`src/rtl/credit_flit_sender.sv`:
```
// Credit-based flit sender for one output link: per-VC credit counters and per-VC packet FSMs.
// Flit layout: {label[1:0], vc_id[VC_W-1:0], payload[DATA_W-1:0]}. Optional checking: CREDIT_CHECK_EN.
module credit_flit_sender #(
  parameter int BUFFER_SIZE = 8,
  parameter int VC_NUM      = 2,
  parameter int DATA_W      = 16,
  localparam int VC_W       = (VC_NUM > 1) ? $clog2(VC_NUM) : 1,
  localparam int FLIT_W     = 2 + VC_W + DATA_W
) (
  input  logic              clk,
  input  logic              rst,
  input  logic              valid_i,
  input  logic [FLIT_W-1:0] data_i,
  input  logic              credit_valid_i,
  input  logic [VC_W-1:0]   credit_vc_i,
  output logic              valid_o,
  output logic [FLIT_W-1:0] data_o,
  output logic [VC_NUM-1:0] can_send_o,
  output logic [VC_NUM-1:0] vc_free_o,
  output logic              error_o
);

  localparam int CNT_W = $clog2(BUFFER_SIZE + 1);
  localparam logic [CNT_W-1:0] FULL = CNT_W'(BUFFER_SIZE);
  localparam logic [1:0] HEAD     = 2'd0;
  localparam logic [1:0] BODY     = 2'd1;
  localparam logic [1:0] TAIL     = 2'd2;
  localparam logic [1:0] HEADTAIL = 2'd3;

  typedef enum logic [1:0] {IDLE, ACTIVE, DRAIN} vc_state_t;

  vc_state_t        state      [VC_NUM];
  vc_state_t        state_next [VC_NUM];
  logic [CNT_W-1:0] cnt        [VC_NUM];
  logic [CNT_W-1:0] cnt_next   [VC_NUM];

  logic [1:0]        label;
  logic [VC_W-1:0]   vc;
  logic [VC_NUM-1:0] sent_v;
  logic [VC_NUM-1:0] ret_v;
  logic [VC_NUM-1:0] overflow_v;
  logic              send;

  assign label = data_i[FLIT_W-1 -: 2];
  assign vc    = data_i[DATA_W +: VC_W];
  assign send  = |sent_v;

  always_comb begin
    can_send_o = '0;
    vc_free_o  = '0;
    for (int v = 0; v < VC_NUM; v++) begin
      can_send_o[v] = (cnt[v] != '0);
      vc_free_o[v]  = (state[v] == IDLE);
    end
  end

  always_comb begin
    sent_v     = '0;
    ret_v      = '0;
    overflow_v = '0;
    for (int v = 0; v < VC_NUM; v++) begin
      sent_v[v]     = valid_i && (vc == VC_W'(v)) && can_send_o[v];
      ret_v[v]      = credit_valid_i && (credit_vc_i == VC_W'(v));
      overflow_v[v] = ret_v[v] && (cnt[v] == FULL);
      cnt_next[v]   = cnt[v];
      state_next[v] = state[v];
      // A return at full is dropped, so it cannot cancel a same-cycle decrement.
      if (sent_v[v] && !(ret_v[v] && !overflow_v[v]))
        cnt_next[v] = cnt[v] - CNT_W'(1);
      else if (!sent_v[v] && ret_v[v] && !overflow_v[v])
        cnt_next[v] = cnt[v] + CNT_W'(1);
      if (sent_v[v]) begin
        case (state[v])
          IDLE: begin
            if (label == HEAD)          state_next[v] = ACTIVE;
            else if (label == HEADTAIL) state_next[v] = DRAIN;
          end
          ACTIVE: begin
            if (label == TAIL) state_next[v] = DRAIN;
          end
          default: ;
        endcase
      end
      if (state_next[v] == DRAIN && cnt_next[v] == FULL)
        state_next[v] = IDLE;
    end
  end

  // Stage boundary: link output register and per-VC state
  always_ff @(posedge clk or posedge rst) begin
    if (rst) begin
      valid_o <= 1'b0;
      data_o  <= '0;
      for (int v = 0; v < VC_NUM; v++) begin
        cnt[v]   <= FULL;
        state[v] <= IDLE;
      end
    end else begin
      valid_o <= send;
      if (send) data_o <= data_i;
      for (int v = 0; v < VC_NUM; v++) begin
        cnt[v]   <= cnt_next[v];
        state[v] <= state_next[v];
      end
    end
  end

`ifdef CREDIT_CHECK_EN
  logic [VC_NUM-1:0] illegal_v;
  logic              err_evt;
  logic              error_q;

  always_comb begin
    illegal_v = '0;
    for (int v = 0; v < VC_NUM; v++)
      illegal_v[v] = sent_v[v] &&
        ((state[v] == IDLE && (label == BODY || label == TAIL)) ||
         (state[v] != IDLE && (label == HEAD || label == HEADTAIL)));
  end

  assign err_evt = (|overflow_v) || (valid_i && !send) || (|illegal_v);
  assign error_o = error_q;

  always_ff @(posedge clk or posedge rst) begin
    if (rst)          error_q <= 1'b0;
    else if (err_evt) error_q <= 1'b1;
  end

`ifndef SYNTHESIS
  always @(posedge clk) begin
    if (!rst && err_evt)
      $error("credit_flit_sender: protocol error (overflow=%b nocredit=%b illegal=%b)",
             overflow_v, valid_i && !send, illegal_v);
  end
`endif
`else
  assign error_o = 1'b0;
`endif

endmodule
```
`config.mk`:
```
export PLATFORM = sky130hd
export DESIGN_NAME = credit_flit_sender
export DESIGN_NICKNAME = d
export VERILOG_FILES = /design/src/rtl/credit_flit_sender.sv
export SDC_FILE = /design/constraint.sdc
export NUM_CORES = 1
export LEC_CHECK = 0
export BUFFER_PORTS_ARGS = -buffer_cell sky130_fd_sc_hd__buf_4
export CORE_MARGIN = 2
export CORE_UTILIZATION = 40
export CTS_CLUSTER_SIZE = 12
export DETAILED_ROUTE_END_ITERATION = 8
export SLEW_MARGIN = 25
export SYNTH_ARGS = -nofsm -noshare
export SYNTH_HDL_FRONTEND = slang
export SYNTH_SLANG_ARGS = --single-unit
export TNS_END_PERCENT = 5
```
`constraint.sdc`:
```
create_clock -name clk -period 2.5 [get_ports clk]
set_input_delay 0.375 -clock clk [delete_from_list [all_inputs] [get_ports clk]]
set_output_delay 0.375 -clock clk [all_outputs]
set_load 0.01 [all_outputs]
```
# [Yosys cells after proc, flatten, opt, wreduce, memory -nomap -nowiden]
# Cells that the tools add are included.
[totals] reg_bits=32 in_bits=24 output_inout_bits=25
[op_classes] n_addsub=4 n_eq_ne=10 muxes=16 bitwise_logic=2 reduce_logical=30
[ops] cell="2-bit 2-to-1 mux" n=10
[ops] cell="1-bit logical AND" n=18
[ops] cell="4-bit == test, second input constant" n=4
[ops] cell="4-bit 2-to-1 mux" n=4
[ops] cell="4-bit by 1-bit adder with 4-bit output, second input constant" n=2
[ops] cell="2-bit == test, second input constant" n=4
[ops] cell="2-bit one-hot mux with 2 select lines" n=2
[ops] cell="4-bit nonzero test" n=2
[ops] cell="4-bit by 1-bit subtractor with 4-bit output, second input constant" n=2
[ops] cell="1-bit zero test" n=6
[ops] cell="2-bit zero test" n=3
[ops] cell="2-bit by 1-bit == test with 1-bit output, second input constant" n=2
[ops] cell="1-bit NOT" n=2
[ops] cell="2-bit OR reduction" n=1

# [Depth between registers and ports, before layout]
# Gate-level depths: netlist of run 1.
[depth] ltp_word=11 mapped_depth=8 depth_no_buf=8

# [Worst setup path before layout of run 1]
# No wires, ideal clock.
[synth_timing] path_type="register to register" startpoint="reg cnt[0] in the netlist's numbering" endpoint="reg state[1] in the netlist's numbering" arrival_time_ns=1.983 required_time_ns=2.371 path_slack_ns=0.387 path_stages_with_launch=9 n_path_buf=0 cell_sequence="dfrtp_1 > inv_1 > ha_1 > nor3b_2 > inv_2 > a311oi_4 > a22oi_2 > xor2_1 > o41a_1"
[synth_lines] item="start: declaration" line_no="34" text="logic [CNT_W-1:0] cnt [VC_NUM];"
[synth_lines] item="start signal: indexed assignment" line_no="102" text="cnt[v] <= cnt_next[v];"
[synth_lines] item="end signal: indexed assignment" line_no="103" text="state[v] <= state_next[v];"
[synth_lines] item="end: declaration" line_no="32" text="vc_state_t state [VC_NUM];"

==> impl_metrics.env, run 1 <==
export IMPL_drt_iter0_drc=37
export IMPL_numCtsBuffers=5
export IMPL_fin_cells=229
export IMPL_synth_edf_count=0
export IMPL_dr_wl_met2_um=1481
export IMPL_antenna_cells=0
export IMPL_dieWidth_um=67.28
export IMPL_syn_num_nets=157
export IMPL_pre_cts_ws_ns=0.2306
export IMPL_mostFrequentLayoutCell="buf_4"
export IMPL_async_flop_share_pct=100.0
export IMPL_ant_nets=0
export IMPL_yosys_most_used_dff="dfrtp_1"
export IMPL_slowest_stage="dfrtp_1"
export IMPL_cp_arrival_ns=2.43
export IMPL_cts_sinks=32
export IMPL_postCtsSetupRepairBufs=0
export IMPL_postSynthAreaPerCell_um2=12.61
export IMPL_max_freq_mhz=442.3
export IMPL_hold_slack_ns=0.1695
export IMPL_dr_wl_met3_um=192
export IMPL_path_class="flip-flop to flip-flop"
export IMPL_synthDistinctLibCells=38
export IMPL_start_kind="flip-flop"
export IMPL_tns_ns=0
export IMPL_synthXorXnorAreaFrac_pct=6.094
export IMPL_ir_drop_v=0.0005626
export IMPL_status="finished clean"
export IMPL_post_drt_wl_per_cell_um=13.60
export IMPL_tightest_slew_ns=0.6206
export IMPL_yosys_mux_area_fraction_pct=12.66
export IMPL_pin_count=49
export IMPL_synthAdderAreaFrac_pct=4.688
export IMPL_dr_pass1_iters=4
export IMPL_required_ns=2.67
export IMPL_cts_root_buffer="clkbuf_8"
export IMPL_skew_ns=0.004073
export IMPL_htreeDepth=2
export IMPL_track_usage_pct=15.85
export IMPL_grt_max_degree=20
export IMPL_hp_class="primary input to asynchronous set/reset pin"
export IMPL_setup_slack_ns=0.2392
export IMPL_rsz0062_at_grt="false"
export IMPL_row_count=22
export IMPL_cts_max_path_buffers=2
export IMPL_fin_crit_ns=2.261
export IMPL_vias=1157
export IMPL_synthSimpleGateAreaFrac_pct=10.39
export IMPL_ctsHoldBuffers=0
export IMPL_yosysWarnings=0
export IMPL_start_util_pct=42.78
export IMPL_grt_pass1_wl_um=5237
export IMPL_ctsResizeCount=0
export IMPL_die_h_um=67.28
export IMPL_drv_slew=0
export IMPL_power_density_nw_per_um2=1130
export IMPL_p_leak_nw=1.003
export IMPL_nets=210
export IMPL_min_period_over_period_pct=90.43
export IMPL_path_clk_slew_ns=0.07
export IMPL_portBuffers=47
export IMPL_syn2layout_area_growth_pct=33.59
export IMPL_drv_cap=0
export IMPL_final_cell_mix="buf_4 (49), dfrtp_1 (30), mux2_2 (18)"
export IMPL_drc_errors=0
export IMPL_slowest_delay_ns=0.43
export IMPL_startpoint="cnt[1]"
export IMPL_path_max_fanout=6
export IMPL_synth_area_um2=1602
export IMPL_fp_dieArea_um2=4526
export IMPL_worstPathCellList="inv_1 -> ha_1 -> nor3b_2 -> inv_2 -> a311oi_4 -> a22oi_2 -> xnor2_1 -> o41a_1"
export IMPL_fillers=355
export IMPL_slew_headroom_pct=58.58
export IMPL_ys_ff_latch=32
export IMPL_cp_top_family="compound AO/OA/AOI/OAI gates"
export IMPL_antenna_found_initial=0
export IMPL_multiInputGateArea_um2=748.2
export IMPL_grt_pass1_vias=1161
export IMPL_final_seq_area_um2=803.3
export IMPL_finalSetupViolCount=0
export IMPL_met1Wirelength_um=1380
export IMPL_clock_latency_ns=0.28
export IMPL_final_hold_violation_count=0
export IMPL_path_buf_inv=2
export IMPL_viasPerCell=5.052
export IMPL_grt_ovfl_total=0
export IMPL_core_um2=3744
export IMPL_cts_tree="done"
export IMPL_wirelength_um=3115
export IMPL_synth_compound_area_share_pct=12.66
export IMPL_final_layout_size_suffix_gt1_share_pct=50.28
export IMPL_end_kind="flip-flop"
export IMPL_synth_top_family_by_area="compound AO/OA/AOI/OAI gates"
export IMPL_placedCellCount=221
export IMPL_place_congestion=0.7951
export IMPL_r2r_start="cnt[1]"
export IMPL_synth_seq_area_share_pct=50.16
export IMPL_p_total_mw=2.418
export IMPL_synth_cells=127
export IMPL_dpl_hpwl_um=2467
export IMPL_highest_layer="met4"
==> worst reg2reg max path: cells and delay by family, from the launching register on <==
kind | cells | cell delay, ns
fa+ha+maj | 1 | 0.15
flops | 1 | 0.43
compound gates | 3 | 0.91
xor+xnor | 1 | 0.16
simple gates | 1 | 0.28
buf+inv | 2 | 0.21
==> metal layers <==
| metal | vias to the layer above | track usage, % |
|---|---|---|
| li1 | 563 | - |
| met1 | 551 | 19.51 |
| met2 | 36 | 25.74 |
| met3 | 7 | 4.833 |
| met4 | 0 | 6.888 |
| met5 | - | 0 |
==> sequential cells by signal (all words and copies together) (netlist names) <==
register and count:
data_o 19, cnt 8, valid_o 1, state 4
==> worst paths after layout <==
path                                    to  slack (ns)  depth (start not counted)
worst max-delay path              state[1]        0.24                          8
worst min-delay path             data_o[8]        0.17                          2
worst max register to register    state[1]        0.24                          8
worst min register to register  data_o[17]        0.51                          1
max in group asynchronous           cnt[7]        1.62                          3
min in group clk                 data_o[9]        0.32                          2
==> where the power goes <==
| group | internal [mW] | total (mW) | switching (mW) |
|---|---|---|---|
| clock | 0.351 | 0.540 | 0.188 |
| combinational | 0.536 | 0.970 | 0.435 |
| sequential | 0.737 | 0.908 | 0.171 |
| total | 1.62 | 2.42 | 0.794 |
==> cell type report <==
class | count | share of cell area (%)
tap | 48 | 2.807
sequential | 32 | 37.54
clock inverter | 1 | 1.404
multi-input combinational | 83 | 34.97
timing repair buffer | 49 | 17.19
clock buffer | 7 | 4.503
inverter | 9 | 1.579
==> logic make-up (layout without fill, tap and decap cells) <==
group	Yosys count	after routing
flops	32	32
simple gates	30	30
compound gates	20	20
mux	18	18
buf+inv	12	66
xor+xnor	8	8
fa+ha+maj	6	6
other cells	1	1
==> per-stage QoR <==
stage / cell area [um2] / util (%)
2_1_floorplan: 1602 / -
3_3_place_gp: 2013 / 53.78
3_5_place_dp: 2013 / 53.78
4_1_cts: 2140 / 57.15
5_1_grt: 2140 / 57.15
6_report: 2140 / 57.15
==> synth_stat cells (all sizes together) (2+ instances only) <==
cell,count,area (um2)
xnor3,2,45.04
nor3b,2,25.02
or2,2,12.52
nand2b,2,12.51
dfstp,2,52.55
o41a,2,22.52
xnor2,2,17.52
buf,2,12.51
and3b,2,18.77
nor3,2,10.01
o41ai,4,35.03
mux2,18,202.7
nand2,6,22.52
o21ai,2,10.01
nor2,10,40.04
o32ai,2,17.52
inv,9,33.79
xor2,4,35.03
ha,6,75.07
dfrtp,30,750.7
a31o,2,17.52
and3,2,13.77
a22oi,4,40.03
(Power assumes the default switching activity.)
==> run 2: changes to the inputs <==
--- a/config.mk
+++ b/config.mk
@@ -5,6 +5,7 @@
 export SDC_FILE = /design/constraint.sdc
 export NUM_CORES = 1
 export LEC_CHECK = 0
+export ABC_AREA = 1
 export BUFFER_PORTS_ARGS = -buffer_cell sky130_fd_sc_hd__buf_4
 export CORE_MARGIN = 2
 export CORE_UTILIZATION = 40
==> run 2 against run 1 <==
Global-route usage decreased by 0.99 points. Die area is 8.5% higher. First-iteration DRC count is 46% higher. Sequential power is 2.8% lower. Clock power down 20%. Combinational power rose by 2%. Setup slack gained 0.53 ns. Largest cell class is now multi-input gates. Non-clock buffer count down 1. Design area increased by 4.6%.
==> impl_metrics.env, run 2 <==
export IMPL_min_period_over_period_pct=69.29
export IMPL_path_class="flip-flop to flip-flop"
export IMPL_core_um2=4294
export IMPL_multiInputGateArea_um2=827.0
export IMPL_pwr_share_comb_pct=43.0
export IMPL_numCtsBuffers=5
export IMPL_cp_top_family="simple AND/OR/NAND/NOR gates"
export IMPL_place_congestion=0.7595
export IMPL_yosys_top_cells_count="nand2_1 (42), dfrtp_1 (30), nand3_1 (23), inv_1 (22), mux2_4 (17)"
export IMPL_pre_cts_ws_ns=0.7617
export IMPL_htreeDepth=2
export IMPL_dpl_hpwl_um=2630
export IMPL_largest_reg_flops=19
export IMPL_power_density_nw_per_um2=1029
export IMPL_setup_slack_ns=0.7678
export IMPL_syn2layout_area_growth_pct=28.15
export IMPL_grt_pass1_wl_um=5706
export IMPL_regMostFlops="data_o"
export IMPL_status="finished clean"
export IMPL_start_util_pct=40.68
export IMPL_rsz0062_at_grt="false"
export IMPL_finalSetupViolCount=0
export IMPL_p_switching_mw=0.8435
export IMPL_antenna_found_initial=0
export IMPL_final_seq_area_um2=803.3
export IMPL_yosysMostFrequentCell="nand2_1"
export IMPL_synth_cells=183
export IMPL_synth_area_um2=1747
export IMPL_p_int_mw=1.459
export IMPL_syn_num_nets=213
export IMPL_max_freq_mhz=577.3
export IMPL_end_kind="flip-flop"
export IMPL_pwr_share_seq_pct=38.3
export IMPL_cts_sinks=32
export IMPL_r2r_end="data_o[9]"
export IMPL_finalInstanceArea_um2=2238
export IMPL_nets=265
export IMPL_worst_r2r_path_depth=6
export IMPL_synth_area_top_cells="dfrtp_1 (43%), mux2_4 (15%), nand2_1 (9.0%)"
export IMPL_final_layout_size_suffix_gt1_share_pct=36.60
export IMPL_ant_nets=0
export IMPL_vias=1321
export IMPL_post_drt_wl_per_cell_um=11.98
export IMPL_crit_top_cell="nand2_4"
export IMPL_final_cell_mix="buf_4 (48), nand2_1 (42), dfrtp_1 (30)"
export IMPL_top_regs="data_o: 19 flops, cnt: 8 flops, state: 4 flops"
export IMPL_cp_arrival_ns=1.90
export IMPL_p_sw_share_pct=36.64
export IMPL_synth_edf_count=0
export IMPL_hp_class="primary input to asynchronous set/reset pin"
export IMPL_pin_count=49
export IMPL_yosys_most_used_dff="dfrtp_1"
export IMPL_postCtsSetupRepairBufs=0
export IMPL_fp_dieArea_um2=4911
export IMPL_grt_pass1_vias=1255
export IMPL_yosysTopAreaCell="dfrtp_1"
export IMPL_reg2reg_slack_ns=0.77
export IMPL_slowest_stage="dfrtp_1"
export IMPL_final_util_pct=52.13
export IMPL_path_max_fanout=20
export IMPL_placedCellCount=280
export IMPL_tns_ns=0
export IMPL_drv_cap=0
export IMPL_cts_max_path_buffers=2
export IMPL_path_clk_slew_ns=0.07
export IMPL_worstPathCellList="inv_1 -> ha_1 -> nand2_4 -> nand2_4 -> nand2_4 -> mux2_4"
export IMPL_die_h_um=70.08
export IMPL_dr_pass1_iters=4
export IMPL_portBuffers=47
export IMPL_fin_crit_ns=1.732
export IMPL_postSynthAreaPerCell_um2=9.545
export IMPL_row_count=24
export IMPL_fillers=413
export IMPL_start_kind="flip-flop"
export IMPL_p_total_mw=2.302
export IMPL_grt_max_degree=33
export IMPL_synthDistinctLibCells=22
export IMPL_drv_slew=0
export IMPL_drt_iter0_drc=54
export IMPL_track_usage_pct=14.87
export IMPL_antenna_cells=0
export IMPL_wirelength_um=3438
export IMPL_fin_cells=287
export IMPL_mostFrequentLayoutCell="buf_4"
export IMPL_dieWidth_um=70.08
export IMPL_ctsHoldBuffers=0
export IMPL_yosysWarnings=0
export IMPL_required_ns=2.67
export IMPL_synth_seq_area_share_pct=45.99
export IMPL_path_buf_inv=1
export IMPL_skew_ns=0.001962
export IMPL_hold_slack_ns=0.1767
export IMPL_final_hold_violation_count=0
export IMPL_ir_drop_v=0.0004943
export IMPL_cts_root_buffer="clkbuf_8"
export IMPL_async_flop_share_pct=100.0
export IMPL_pwr_share_clk_pct=18.7
export IMPL_viasPerCell=4.603
export IMPL_drc_errors=0
export IMPL_ys_ff_latch=32
export IMPL_clock_latency_ns=0.28
export IMPL_slowest_delay_ns=0.40
export IMPL_dpl_cell_area_um2=2142
export IMPL_p_leak_nw=1.216
export IMPL_yosysTopAreaCellShare_pct=42.98
export IMPL_grt_ovfl_total=0
export IMPL_r2r_start="cnt[4]"
export IMPL_cts_tree="done"
export IMPL_ctsResizeCount=0
run 2: cells by family after synthesis:
family | count (synthesis) | share of synthesized area (%)
AND/OR/NAND/NOR | 92 | 24.78
other | 1 | 0.2147
flip-flops | 32 | 45.99
adder cells (fa/ha/maj) | 6 | 4.298
AO/OA/AOI/OAI | 9 | 3.439
buffers and inverters | 26 | 6.662
multiplexers | 17 | 14.61
run 2: final cells by class:
cell class | instances | share of cell area [%]
inverters | 23 | 3.857
flip-flops and latches | 32 | 35.89
clock buffers | 7 | 4.304
multi-input cells | 125 | 36.95
repair buffers | 48 | 16.10
well taps | 52 | 2.907
run 2: worst max-delay path by stage:
stage          startpoint    endpoint  slack [ns]  depth (start not counted)
6_report           cnt[4]   data_o[9]        0.77                          6
5_1_grt            cnt[0]    state[1]        0.58                         11
4_1_cts            cnt[4]   data_o[3]        0.75                          6
3_5_place_dp       cnt[4]   data_o[5]        0.76                          6
3_3_place_gp       cnt[4]  data_o[13]        0.77                          6
2_1_floorplan      cnt[4]  data_o[10]        0.93                          7
run 2: worst register-to-register path, cell delays in order, from the launching register on:
cell,delay (ns)
dfrtp_1,0.40
inv_1,0.13
ha_1,0.31
nand2_4,0.09
nand2_4,0.11
nand2_4,0.22
mux2_4,0.37
run 2: metal layers:
metal / share of wire, % / vias up / GRT usage (%) / wire length [um]
met3: 3.0 / 3 / 3.608 / 104
met5: 0 / - / 0 / 0
li1: - / 683 / - / -
met2: 49 / 18 / 24.02 / 1682
met1: 47 / 617 / 18.98 / 1621
met4: 0.87 / 0 / 6.410 / 30
run 2: power groups by stage:
stage          registers, mW  logic (mW)  clock network (mW)
2_1_floorplan          0.910       0.643                   0
3_3_place_gp           0.892       0.991                   0
3_5_place_dp           0.889        1.00                   0
4_1_cts                0.884        1.00               0.447
5_1_grt                0.912        1.10               0.464
6_report               0.883       0.990               0.430
==> run 3: changes to the inputs <==
--- a/config.mk
+++ b/config.mk
@@ -5,12 +5,13 @@
 export SDC_FILE = /design/constraint.sdc
 export NUM_CORES = 1
 export LEC_CHECK = 0
-export ABC_AREA = 1
+export ABC_AREA = 0
 export BUFFER_PORTS_ARGS = -buffer_cell sky130_fd_sc_hd__buf_4
 export CORE_MARGIN = 2
 export CORE_UTILIZATION = 40
 export CTS_CLUSTER_SIZE = 12
 export DETAILED_ROUTE_END_ITERATION = 8
+export PLACE_DENSITY = 0.67
 export SLEW_MARGIN = 25
 export SYNTH_ARGS = -nofsm -noshare
 export SYNTH_HDL_FRONTEND = slang
==> constraint.sdc (replaced) <==
create_clock -name clk -period 1.4 [get_ports clk]
set_input_delay 0.21 -clock clk [delete_from_list [all_inputs] [get_ports clk]]
set_output_delay 0.21 -clock clk [all_outputs]
set_load 0.01 [all_outputs]
==> run 3 against run 2 <==
The run now ends with negative setup slack left. Worst hold slack got worse by 0.019 ns. Sequential cell count unchanged. Combinational power increased to 2.7 times the previous value. Sequential power increased by 80%. Critical endpoint is now state[1]. Largest cell class unchanged.
==> impl_metrics.env, run 3 (synthesis results as in run 1) <==
export IMPL_p_leak_nw=1.195
export IMPL_mostFrequentLayoutCell="buf_4"
export IMPL_hp_class="primary input to flip-flop"
export IMPL_skew_ns=0.006117
export IMPL_final_layout_size_suffix_gt1_share_pct=64.02
export IMPL_track_usage_pct=18.71
export IMPL_min_period_over_period_pct=149.2
export IMPL_row_count=22
export IMPL_pin_count=49
export IMPL_grt_pass1_wl_um=6216
export IMPL_wirelength_um=3679
export IMPL_drt_iter0_drc=33
export IMPL_cts_root_buffer="clkbuf_8"
export IMPL_ant_nets=0
export IMPL_path_class="flip-flop to flip-flop"
export IMPL_required_ns=1.56
export IMPL_rsz0062_at_grt="true"
export IMPL_largest_reg_flops=19
export IMPL_drv_cap=0
export IMPL_dpl_hpwl_um=2762
export IMPL_worst_r2r_path_depth=7
export IMPL_fin_crit_ns=2.089
export IMPL_final_hold_violation_count=0
export IMPL_numCtsBuffers=5
export IMPL_place_congestion=0.8488
export IMPL_end_kind="flip-flop"
export IMPL_crit_cells=7
export IMPL_multiInputGateArea_um2=843.3
export IMPL_antenna_cells=0
export IMPL_htreeDepth=2
export IMPL_die_h_um=67.28
export IMPL_cp_arrival_ns=2.25
export IMPL_slowest_stage="o41a_1"
export IMPL_cts_tree="done"
export IMPL_grt_max_degree=33
export IMPL_power_density_nw_per_um2=2068
export IMPL_path_buf_inv=1
export IMPL_fillers=329
export IMPL_start_kind="flip-flop"
export IMPL_ir_drop_v=0.001084
export IMPL_grt_ovfl_total=0
export IMPL_portBuffers=47
export IMPL_cts_max_path_buffers=2
export IMPL_dieWidth_um=67.28
export IMPL_pre_cts_ws_ns=-0.6925
export IMPL_vias=1319
export IMPL_worstPathCellList="inv_2 -> ha_4 -> and3b_2 -> nor2_4 -> xnor3_1 -> or2_2 -> o41a_1"
export IMPL_post_drt_wl_per_cell_um=14.04
export IMPL_cts_sinks=32
export IMPL_start_util_pct=42.78
export IMPL_top_regs="data_o: 19 flops, cnt: 8 flops, state: 4 flops"
export IMPL_fp_dieArea_um2=4526
export IMPL_drv_slew=0
export IMPL_setup_slack_ns=-0.6892
export IMPL_final_cell_mix="buf_4 (77), dfrtp_1 (30), mux2_2 (18)"
export IMPL_clock_latency_ns=0.28
export IMPL_antenna_found_initial=0
export IMPL_syn2layout_area_growth_pct=57.19
export IMPL_drc_errors=0
export IMPL_max_freq_mhz=478.7
export IMPL_viasPerCell=5.034
export IMPL_dr_pass1_iters=4
export IMPL_min_path_cells=2
export IMPL_core_um2=3744
export IMPL_status="complete, but fails checks"
export IMPL_path_clk_slew_ns=0.07
export IMPL_grt_pass1_vias=1325
export IMPL_p_total_mw=5.207
export IMPL_finalSetupViolCount=32
export IMPL_cp_top_family="simple AND/OR/NAND/NOR gates"
export IMPL_path_max_fanout=3
export IMPL_final_seq_area_um2=803.3
export IMPL_violations="negative setup slack"
export IMPL_regMostFlops="data_o"
export IMPL_nets=243
export IMPL_slowest_delay_ns=0.41
run 3: cell count changes in the layout (fill, tap and decap cells not counted), moves of 4 or more:
cell	previous run	this run
nand2_1	42	4
buf_4	48	77
nand3_1	23	1
inv_1	22	3
mux2_2	0	18
mux2_4	17	0
nor2_1	13	7
a21oi_1	5	0
inv_2	1	6
xor2_1	0	4
run 3: worst register-to-register path: cells and delay by family, from the launching register on:
| kind | cells | cell delay, ns |
|---|---|---|
| xor+xnor | 1 | 0.35 |
| fa+ha+maj | 1 | 0.13 |
| simple gates | 3 | 0.62 |
| compound gates | 1 | 0.41 |
| flops | 1 | 0.39 |
| buf+inv | 1 | 0.08 |
run 3: worst paths after layout:
path / end / slack, ns / start
worst max-delay path: state[1] / -0.69 / cnt[0]
worst min-delay path: data_o[4] / 0.16 / data_i[4]
worst max register to register: state[1] / -0.69 / cnt[0]
worst min register to register: data_o[16] / 0.50 / data_o[16]
max in group asynchronous: cnt[3] / 0.63 / rst
min in group asynchronous: cnt[6] / 0.52 / rst
run 3: layout make-up:
cell class	instances	share of cell area (%)
clock buffers	7	3.827
inverters	9	1.342
clock inverters	1	1.193
well taps	48	2.386
multi-input cells	83	33.50
repair buffers	82	25.84
flip-flops and latches	32	31.91
run 3: stage by stage:
stage          cell area [um2]  util [%]  TNS [ns]  instances  hold WS [ns]
2_1_floorplan             1610         -    -9.835        127        0.3217
3_3_place_gp              2250     60.09    -12.08        248        0.2709
3_5_place_dp              2250     60.09    -13.60        248        0.2709
4_1_cts                   2417     64.57    -13.63        257        0.1466
5_1_grt                   2517     67.25    -15.93        262        0.1428
6_report                  2517     67.25    -12.41        262        0.1574
run 3: per-layer routing:
metal	routed length (um)	GRT usage [%]
met4	79	8.418
met5	0	0
met1	1458	21.49
met2	1905	32.30
met3	236	5.333
run 3: what timing repair did:
item / in CTS / in global routing
hold buffers: 1 / 0
endpoints found under the hold margin: 30 / 0
pin swaps: 0 / 5
buffers inserted: 0 / 5
resized for setup: 7 / 13
setup endpoints to repair: 34 / 34
run 3: power breakdown:
group / internal, mW / switching [mW] / leakage, nW / total (mW)
logic: 1.57 / 1.09 / 0.756 / 2.66
clock network: 0.627 / 0.326 / 0.0645 / 0.953
registers: 1.32 / 0.272 / 0.375 / 1.59
total: 3.51 / 1.69 / 1.20 / 5.21
